## config.mk

```make
export PLATFORM = sky130hd
export DESIGN_NAME = cpu_out_uart_tx_flat
export DESIGN_NICKNAME = d
export VERILOG_FILES = /design/src/rtl/cpu_out_uart_tx_pkg.sv /design/src/rtl/cpu_out_uart_tx_if.sv /design/src/rtl/cpu_out_uart_tx_sync_fifo.sv /design/src/rtl/cpu_out_uart_tx.sv /design/src/flat_wrapper.sv
export SDC_FILE = /design/constraint.sdc
export NUM_CORES = 1
export LEC_CHECK = 0
export CORE_MARGIN = 5
export CORE_UTILIZATION = 30
export CTS_CLUSTER_DIAMETER = 120
export DETAILED_ROUTE_END_ITERATION = 10
export PLACE_DENSITY = 0.49
export SLEW_MARGIN = 20
export SYNTH_ARGS = -nofsm -noshare
export SYNTH_HDL_FRONTEND = slang
export SYNTH_SLANG_ARGS = --single-unit
```

## constraint.sdc

```tcl
create_clock -name i_clk -period 2.93 [get_ports i_clk]
set_input_delay 0.586 -clock i_clk [delete_from_list [all_inputs] [get_ports i_clk]]
set_output_delay 0.586 -clock i_clk [all_outputs]
set_load 0.01 [all_outputs]
```

## src/rtl/cpu_out_uart_tx_pkg.sv

```systemverilog
// Shared types and constants for the CPU output-port serial transmitter.
// Contents: tx_state_t (frame FSM states), TX_IDLE_LEVEL (line level between frames),
// FRAME_BITS / frame_bits() (serial bits per frame, start + data + stop).
package cpu_io_pkg;

  typedef enum logic [1:0] {IDLE, START, DATA, STOP} tx_state_t;

  localparam logic        TX_IDLE_LEVEL = 1'b1;
  localparam int unsigned DATA_W        = 8;
  localparam int unsigned FRAME_BITS    = DATA_W + 2;

  function automatic int unsigned frame_bits(input int unsigned data_w);
    return data_w + 2;
  endfunction

endpackage

```

## src/rtl/cpu_out_uart_tx_if.sv

```systemverilog
// CPU-side bus of the output-port transmitter.
// master: CPU / bench drives wr_en, wr_data, clr_overflow and observes status and tx.
// slave : transmitter consumes the write port and drives full, busy, overflow, tx.
interface cpu_out_uart_tx_if #(
  parameter int unsigned DATA_W = 8
);
  logic              wr_en;
  logic [DATA_W-1:0] wr_data;
  logic              clr_overflow;
  logic              full;
  logic              busy;
  logic              overflow;
  logic              tx;

  modport master (
    output wr_en, wr_data, clr_overflow,
    input  full, busy, overflow, tx
  );

  modport slave (
    input  wr_en, wr_data, clr_overflow,
    output full, busy, overflow, tx
  );
endinterface

```

## src/rtl/cpu_out_uart_tx_sync_fifo.sv

```systemverilog
// Single-clock FIFO buffering bytes between the CPU write port and the serialiser.
// Ports: i_clk, i_reset_n (async, active low), i_push/i_data (write), i_pop (read),
//        o_data (head, combinational), o_full, o_empty.
// Pointers carry one extra wrap bit so full and empty are told apart by the MSB.
module sync_fifo #(
  parameter int unsigned DATA_W     = 8,
  parameter int unsigned FIFO_DEPTH = 4
) (
  input  logic              i_clk,
  input  logic              i_reset_n,
  input  logic              i_push,
  input  logic [DATA_W-1:0] i_data,
  input  logic              i_pop,
  output logic [DATA_W-1:0] o_data,
  output logic              o_full,
  output logic              o_empty
);
  localparam int unsigned AW     = $clog2(FIFO_DEPTH);
  localparam logic [AW:0] PtrOne = {{AW{1'b0}}, 1'b1};

  logic [AW:0]       r_wr_ptr_q;
  logic [AW:0]       r_rd_ptr_q;
  logic [DATA_W-1:0] r_mem_q [FIFO_DEPTH];

  always_ff @(posedge i_clk or negedge i_reset_n) begin
    if (!i_reset_n) begin
      r_wr_ptr_q <= '0;
      r_rd_ptr_q <= '0;
    end else begin
      if (i_push) r_wr_ptr_q <= r_wr_ptr_q + PtrOne;
      if (i_pop)  r_rd_ptr_q <= r_rd_ptr_q + PtrOne;
    end
  end

  // Storage needs no reset: contents are invalidated by the pointers.
  always_ff @(posedge i_clk) begin
    if (i_push) r_mem_q[r_wr_ptr_q[AW-1:0]] <= i_data;
  end

  assign o_data  = r_mem_q[r_rd_ptr_q[AW-1:0]];
  assign o_empty = (r_wr_ptr_q == r_rd_ptr_q);
  assign o_full  = (r_wr_ptr_q[AW] != r_rd_ptr_q[AW]) &&
                   (r_wr_ptr_q[AW-1:0] == r_rd_ptr_q[AW-1:0]);
endmodule

```

## src/rtl/cpu_out_uart_tx.sv

```systemverilog
// 8N1 serial transmitter for the CPU output port.
// Ports: i_clk, i_reset_n (async, active low), bus (slave modport):
//   wr_en/wr_data  write strobe and byte, clr_overflow clears the sticky flag,
//   full/busy/overflow status, tx registered serial line (idles high).
// Bytes are buffered in sync_fifo; frames are sent back to back with no idle gap.
module cpu_out_uart_tx
  import cpu_io_pkg::*;
#(
  parameter int unsigned DATA_W       = 8,
  parameter int unsigned FIFO_DEPTH   = 4,
  parameter int unsigned CLKS_PER_BIT = 4
) (
  input  logic              i_clk,
  input  logic              i_reset_n,
  cpu_out_uart_tx_if.slave  bus
);
  localparam int unsigned BaudW = (CLKS_PER_BIT > 1) ? $clog2(CLKS_PER_BIT) : 1;
  localparam int unsigned BitW  = $clog2(DATA_W);
  localparam logic [BaudW-1:0] BaudLast = BaudW'(CLKS_PER_BIT - 1);
  localparam logic [BitW-1:0]  BitLast  = BitW'(DATA_W - 1);

  tx_state_t         r_state_q, w_state_d;
  logic [BaudW-1:0]  r_baud_q, w_baud_d;
  logic [BitW-1:0]   r_bit_q, w_bit_d;
  logic [DATA_W-1:0] r_shift_q, w_shift_d;
  logic              r_tx_q, w_tx_d;
  logic              r_ovf_q, w_ovf_d;

  logic              w_push, w_pop, w_full, w_empty;
  logic [DATA_W-1:0] w_fifo_data;
  logic              w_baud_last, w_bit_last;

  // Full is judged from pre-edge state, so a same-cycle pop never rescues a write.
  assign w_push = bus.wr_en & ~w_full;

  sync_fifo #(
    .DATA_W     (DATA_W),
    .FIFO_DEPTH (FIFO_DEPTH)
  ) u_fifo (
    .i_clk     (i_clk),
    .i_reset_n (i_reset_n),
    .i_push    (w_push),
    .i_data    (bus.wr_data),
    .i_pop     (w_pop),
    .o_data    (w_fifo_data),
    .o_full    (w_full),
    .o_empty   (w_empty)
  );

  assign w_baud_last = (r_baud_q == BaudLast);
  assign w_bit_last  = (r_bit_q == BitLast);

  // A set wins over a simultaneous clear.
  assign w_ovf_d = (bus.wr_en & w_full) | (r_ovf_q & ~bus.clr_overflow);

  always_ff @(posedge i_clk or negedge i_reset_n) begin
    if (!i_reset_n) begin
      r_state_q <= IDLE;
      r_baud_q  <= '0;
      r_bit_q   <= '0;
      r_shift_q <= '0;
      r_tx_q    <= TX_IDLE_LEVEL;
      r_ovf_q   <= 1'b0;
    end else begin
      r_state_q <= w_state_d;
      r_baud_q  <= w_baud_d;
      r_bit_q   <= w_bit_d;
      r_shift_q <= w_shift_d;
      r_tx_q    <= w_tx_d;
      r_ovf_q   <= w_ovf_d;
    end
  end

  always_comb begin
    w_state_d = r_state_q;
    unique case (r_state_q)
      IDLE:  if (!w_empty) w_state_d = START;
      START: if (w_baud_last) w_state_d = DATA;
      DATA:  if (w_baud_last && w_bit_last) w_state_d = STOP;
      STOP:  if (w_baud_last) w_state_d = w_empty ? IDLE : START;
      default: w_state_d = IDLE;
    endcase
  end

  always_comb begin
    w_pop     = 1'b0;
    w_baud_d  = r_baud_q;
    w_bit_d   = r_bit_q;
    w_shift_d = r_shift_q;
    unique case (r_state_q)
      IDLE: begin
        w_baud_d = '0;
        w_bit_d  = '0;
        if (!w_empty) begin
          w_pop     = 1'b1;
          w_shift_d = w_fifo_data;
        end
      end
      START: w_baud_d = w_baud_last ? '0 : r_baud_q + BaudW'(1);
      DATA: begin
        if (w_baud_last) begin
          w_baud_d  = '0;
          w_shift_d = {1'b0, r_shift_q[DATA_W-1:1]};
          w_bit_d   = w_bit_last ? '0 : r_bit_q + BitW'(1);
        end else begin
          w_baud_d = r_baud_q + BaudW'(1);
        end
      end
      STOP: begin
        if (w_baud_last) begin
          w_baud_d = '0;
          if (!w_empty) begin
            w_pop     = 1'b1;
            w_shift_d = w_fifo_data;
          end
        end else begin
          w_baud_d = r_baud_q + BaudW'(1);
        end
      end
      default: w_baud_d = '0;
    endcase

    // tx is registered from the next state so the line moves on the same edge as the FSM.
    unique case (w_state_d)
      START:   w_tx_d = 1'b0;
      DATA:    w_tx_d = w_shift_d[0];
      default: w_tx_d = TX_IDLE_LEVEL;
    endcase
  end

  assign bus.full     = w_full;
  assign bus.busy     = (r_state_q != IDLE) | ~w_empty;
  assign bus.overflow = r_ovf_q;
  assign bus.tx       = r_tx_q;
endmodule

```

## src/flat_wrapper.sv

```systemverilog
// flat-port wrapper written by rule: the top's interface ports become plain ports
module cpu_out_uart_tx_flat import cpu_io_pkg::*;
#(
  parameter int unsigned DATA_W       = 8,
  parameter int unsigned FIFO_DEPTH   = 4,
  parameter int unsigned CLKS_PER_BIT = 4
)
  (i_clk, i_reset_n, bus_wr_en, bus_wr_data, bus_clr_overflow, bus_full, bus_busy, bus_overflow, bus_tx);
  cpu_out_uart_tx_if #(.DATA_W(DATA_W)) bus_i ();
  input  logic i_clk;
  input  logic i_reset_n;
  input wire logic [$bits(bus_i.wr_en)-1:0] bus_wr_en;
  input wire logic [$bits(bus_i.wr_data)-1:0] bus_wr_data;
  input wire logic [$bits(bus_i.clr_overflow)-1:0] bus_clr_overflow;
  output wire logic [$bits(bus_i.full)-1:0] bus_full;
  output wire logic [$bits(bus_i.busy)-1:0] bus_busy;
  output wire logic [$bits(bus_i.overflow)-1:0] bus_overflow;
  output wire logic [$bits(bus_i.tx)-1:0] bus_tx;
  assign bus_i.wr_en = bus_wr_en;
  assign bus_i.wr_data = bus_wr_data;
  assign bus_i.clr_overflow = bus_clr_overflow;
  assign bus_full = bus_i.full;
  assign bus_busy = bus_i.busy;
  assign bus_overflow = bus_i.overflow;
  assign bus_tx = bus_i.tx;
  cpu_out_uart_tx #(.DATA_W(DATA_W), .FIFO_DEPTH(FIFO_DEPTH), .CLKS_PER_BIT(CLKS_PER_BIT)) u_core (.i_clk(i_clk), .i_reset_n(i_reset_n), .bus(bus_i));
endmodule
```

==> results.py, run 1 <==
metrics = {
    "status": {
        "outcome": "finished clean",
    },
    "setup_path": {
        "max_stage_delay_ps": 490,
        "worst_ep_required_time_ps": 2340,
        "crit_chain": "xnor2_2 -> and3_1 -> nand2_1 -> clkdlybuf4s50_1",
        "worst_reg2reg_path_length_in_cells": 5,
        "worst_r2r_endpoint": "u_core.u_fifo.r_rd_ptr_q[1]",
        "timing.setup.critical_path_class": "reg -> out",
        "critPathCaptureType": "output port",
        "critPathArrivalTime_ps": 1960,
        "critical_path_peak_fanout": 7,
        "critical-path-slowest-cell": "sky130_fd_sc_hd__clkdlybuf4s50_1",
        "ff2ff_setup_slack_ps": 810,
        "critical_path.startpoint_type": "flop",
        "crit-reg2reg-launch": "u_core.r_state_q[1]",
    },
    "global_route": {
        "grt_first_pass_wirelength_um": 7870,
        "pin_count_of_the_biggest_net_entering_global_routing": 24,
        "globalRoute.totalOverflow": 0,
        "grt_pass1_vias": 1546,
        "track_usage_pct": 9.65,
        "initial_antenna_violation_count": 0,
    },
    "routing": {
        "route.antenna.remaining_nets": 0,
        "routed_wirelength_um": 4720,
        "routed_wire_length_per_instance_um": 15.4,
        "route.detailed.vias_per_inst": 4.69,
        "drtIter0Drc": 34,
        "vias_after_detailed_routing": 1439,
        "total_drc_errors_in_the_routed_layout": 0,
        "drtPass1Iterations": 4,
    },
    "clocking": {
        "post_cts_repair_timing_setup_buffer_count": 0,
        "cts_sinks": 55,
        "cts-resized-gates": 0,
        "root_buffer": "sky130_fd_sc_hd__clkbuf_8",
        "tritoncts": "built",
        "clock_insertion_delay_worst_skew_ps": 310,
        "cts.htree.levels": 2,
        "clk_pin_slew_worst_paths_ps": 120,
        "cts.hold.buffers_added": 0,
        "inserted_clock_buffers": 5,
        "cts.path.max_buffers": 2,
    },
    "timing": {
        "maxSlewHeadroom_pct": 62.2,
        "final-max-slew-violation-count": 0,
        "max_freq_mhz": 393,
        "fin_ws_ps": 389,
        "hold_violations": 0,
        "final.hold.worst_slack_ps": 461,
        "setup-tns-final_ps": 0,
        "setup_viol_count_final": 0,
        "fin_worst_skew_ps": 12.5,
        "layout_worst_path_cycle_share_pct": 86.7,
        "unrepaired_setup_endpoints_after_global_routing": "false",
        "tightestPinTransition_ps": 564,
        "final_period_minus_worst_setup_slack_ps": 2540,
    },
    "floorplan": {
        "die_w_um": 103,
        "die_h_um": 103,
        "die_area_sq_um": 10700,
        "core_area_sq_um": 8590,
        "initial_core_util_pct": 30.4,
        "io_pins": 16,
        "row_count": 34,
    },
    "synthesis": {
        "syn_nets": 200,
        "syn_inst": 176,
        "synthDistinctLibCells": 39,
        "syn_std_cell_area_sq_um": 2610,
        "synth_edf_count": 32,
        "async_reset_ff_share_pct": 41.8,
        "avgSynthCellArea_sq_um": 14.8,
        "synth.ff_latch_count": 55,
        "ys.warnings.count": 0,
        "seq_area_frac_synth_pct": 58.9,
        "ys.flop_type": "sky130_fd_sc_hd__edfxtp_1",
    },
    "layout": {
        "layout_common_cells": "sky130_fd_sc_hd__edfxtp_1 (32), sky130_fd_sc_hd__dfrtp_1 (22), sky130_fd_sc_hd__clkdlybuf4s50_1 (15)",
        "final_layout_size_suffix_gt1_share_pct": 11.1,
        "layout.core_utilization_pct": 34.9,
        "final_design_area_no_fill_sq_um": 3000,
        "final_common_cell": "sky130_fd_sc_hd__edfxtp_1",
        "area.growth.synth_to_final_pct": 14.8,
        "antenna_cells": 0,
        "finalNetCount": 222,
    },
    "power": {
        "power_density_nw_per_um2": 1040,
        "peakVddDrop_mv": 0.277,
        "p_leak_nw": 1.19,
    },
    "placed_design": {
        "post_dp_cell_area_sq_um": 2900,
        "io_buffer_count": 15,
        "gpl.final_weighted_congestion": 0.764,
        "detailedPlacementHpwl_um": 3270,
        "worst_case_setup_slack_after_placement_ps": 727,
    },
    "worst_hold_path": {
        "min_delay_worst_endpoint": "u_core.r_baud_q[0]",
        "path_category_of_the_worst_min_delay_check": "reg -> reg",
        "min_from": "u_core.r_baud_q[0]",
        "worstHoldPathCells": 1,
    },
    "flow_run": {
        "cap_viol_max_count": 0,
    },
}
worst max path at each step:
| stage | startpoint | end | slack [ps] |
|---|---|---|---|
| 4_1_cts | u_core.u_fifo.r_rd_ptr_q[2] | bus_busy | 350 |
| 3_5_place_dp | u_core.u_fifo.r_rd_ptr_q[2] | bus_busy | 730 |
| 5_1_grt | u_core.u_fifo.r_rd_ptr_q[2] | bus_busy | 230 |
| 6_report | u_core.u_fifo.r_rd_ptr_q[2] | bus_busy | 390 |
| 3_3_place_gp | u_core.u_fifo.r_rd_ptr_q[2] | bus_busy | 740 |
| 2_1_floorplan | u_core.u_fifo.r_rd_ptr_q[0] | u_core.r_shift_q[0] | 1180 |
worst max-delay path, delay by kind of cell, from the launching register on:
family / cells / cell delay, ps
buffers and inverters: 1 / 490
DFF: 1 / 430
and+or+nand+nor: 2 / 360
xor gates and xnor gates: 1 / 360
final cells by class:
class	count	area (sq um)
timing repair buffer	19	180
sequential	55	1540
multi-input combinational	108	1010
inverter	9	33.8
clock inverter	3	31.3
tap	108	135
clock buffer	5	68.8
fill	859	5600
registers in the layout (all words and copies together) (netlist names):
name	cells
u_core.r_bit_q	3
u_core.r_shift_q	8
u_core.r_state_q	2
u_core.bus.tx	1
u_core.bus.overflow	1
u_core.r_baud_q	2
u_core.u_fifo.r_wr_ptr_q	3
u_core.u_fifo.r_mem_q	32
u_core.u_fifo.r_rd_ptr_q	3
layer usage:
layer	vias to the layer above	track usage [%]	routed length (um)
li1	711	-	-
met1	697	12.5	2230
met2	29	16.4	2320
met3	2	2.21	153
met4	0	2.39	15
met5	-	0	0
power by group:
| group | internal [mW] | switching [mW] |
|---|---|---|
| clock network | 0.183 | 0.287 |
| logic | 0.692 | 0.735 |
| registers | 1.06 | 0.151 |
| total | 1.93 | 1.17 |
synth_stat cells (3+ instances only):
| library cell | count | area share (%) |
|---|---|---|
| sky130_fd_sc_hd__edfxtp_1 | 32 | 37 |
| sky130_fd_sc_hd__dfrtp_1 | 22 | 21 |
| sky130_fd_sc_hd__ha_1 | 12 | 5.8 |
| sky130_fd_sc_hd__nand2_1 | 12 | 1.7 |
| sky130_fd_sc_hd__o21ai_0 | 10 | 1.9 |
| sky130_fd_sc_hd__inv_1 | 9 | 1.3 |
| sky130_fd_sc_hd__mux2i_1 | 8 | 3.1 |
| sky130_fd_sc_hd__nor2_1 | 8 | 1.2 |
| sky130_fd_sc_hd__mux4_1 | 7 | 7.0 |
| sky130_fd_sc_hd__a2bb2oi_1 | 6 | 2.0 |
| sky130_fd_sc_hd__a22o_1 | 5 | 1.7 |
| sky130_fd_sc_hd__and2_1 | 5 | 1.2 |
| sky130_fd_sc_hd__a21oi_1 | 4 | 0.77 |
| sky130_fd_sc_hd__nor3_1 | 3 | 0.58 |
| sky130_fd_sc_hd__xnor2_1 | 3 | 1.0 |
through the flow:
step / total power, mW / instances
after floorplan: 2.30 / 176
after global placement: 2.67 / 299
after detailed placement: 2.68 / 299
after CTS: 3.16 / 307
after global routing: 3.34 / 307
final: 3.11 / 307
logic make-up after synthesis:
kind of cell	Yosys count	synth area share (%)
buffers and inverters	13	2.40
XOR/XNOR	8	4.41
flip-flops	55	58.9
multiplexers	19	12.4
AND/OR/NAND/NOR	35	6.76
adder cells (fa/ha/maj)	12	5.75
AO/OA/AOI/OAI	34	9.35
Power figures use the tool's default switching activity.
==> run 2, diff against run 1 <==
--- a/config.mk
+++ b/config.mk
@@ -10,6 +10,7 @@
 export CTS_CLUSTER_DIAMETER = 120
 export DETAILED_ROUTE_END_ITERATION = 10
 export PLACE_DENSITY = 0.49
+export SETUP_SLACK_MARGIN = 0.15
 export SLEW_MARGIN = 20
 export SYNTH_ARGS = -nofsm -noshare
 export SYNTH_HDL_FRONTEND = slang
==> results of run 2 <==
The final DEF is identical to that of run 1; final timing and power are the same.
==> run 3, diff against run 2 <==
--- a/config.mk
+++ b/config.mk
@@ -15,3 +15,4 @@
 export SYNTH_ARGS = -nofsm -noshare
 export SYNTH_HDL_FRONTEND = slang
 export SYNTH_SLANG_ARGS = --single-unit
+export TNS_END_PERCENT = 5
==> results of run 3 <==
The final DEF is identical to that of run 1; final timing and power are the same.
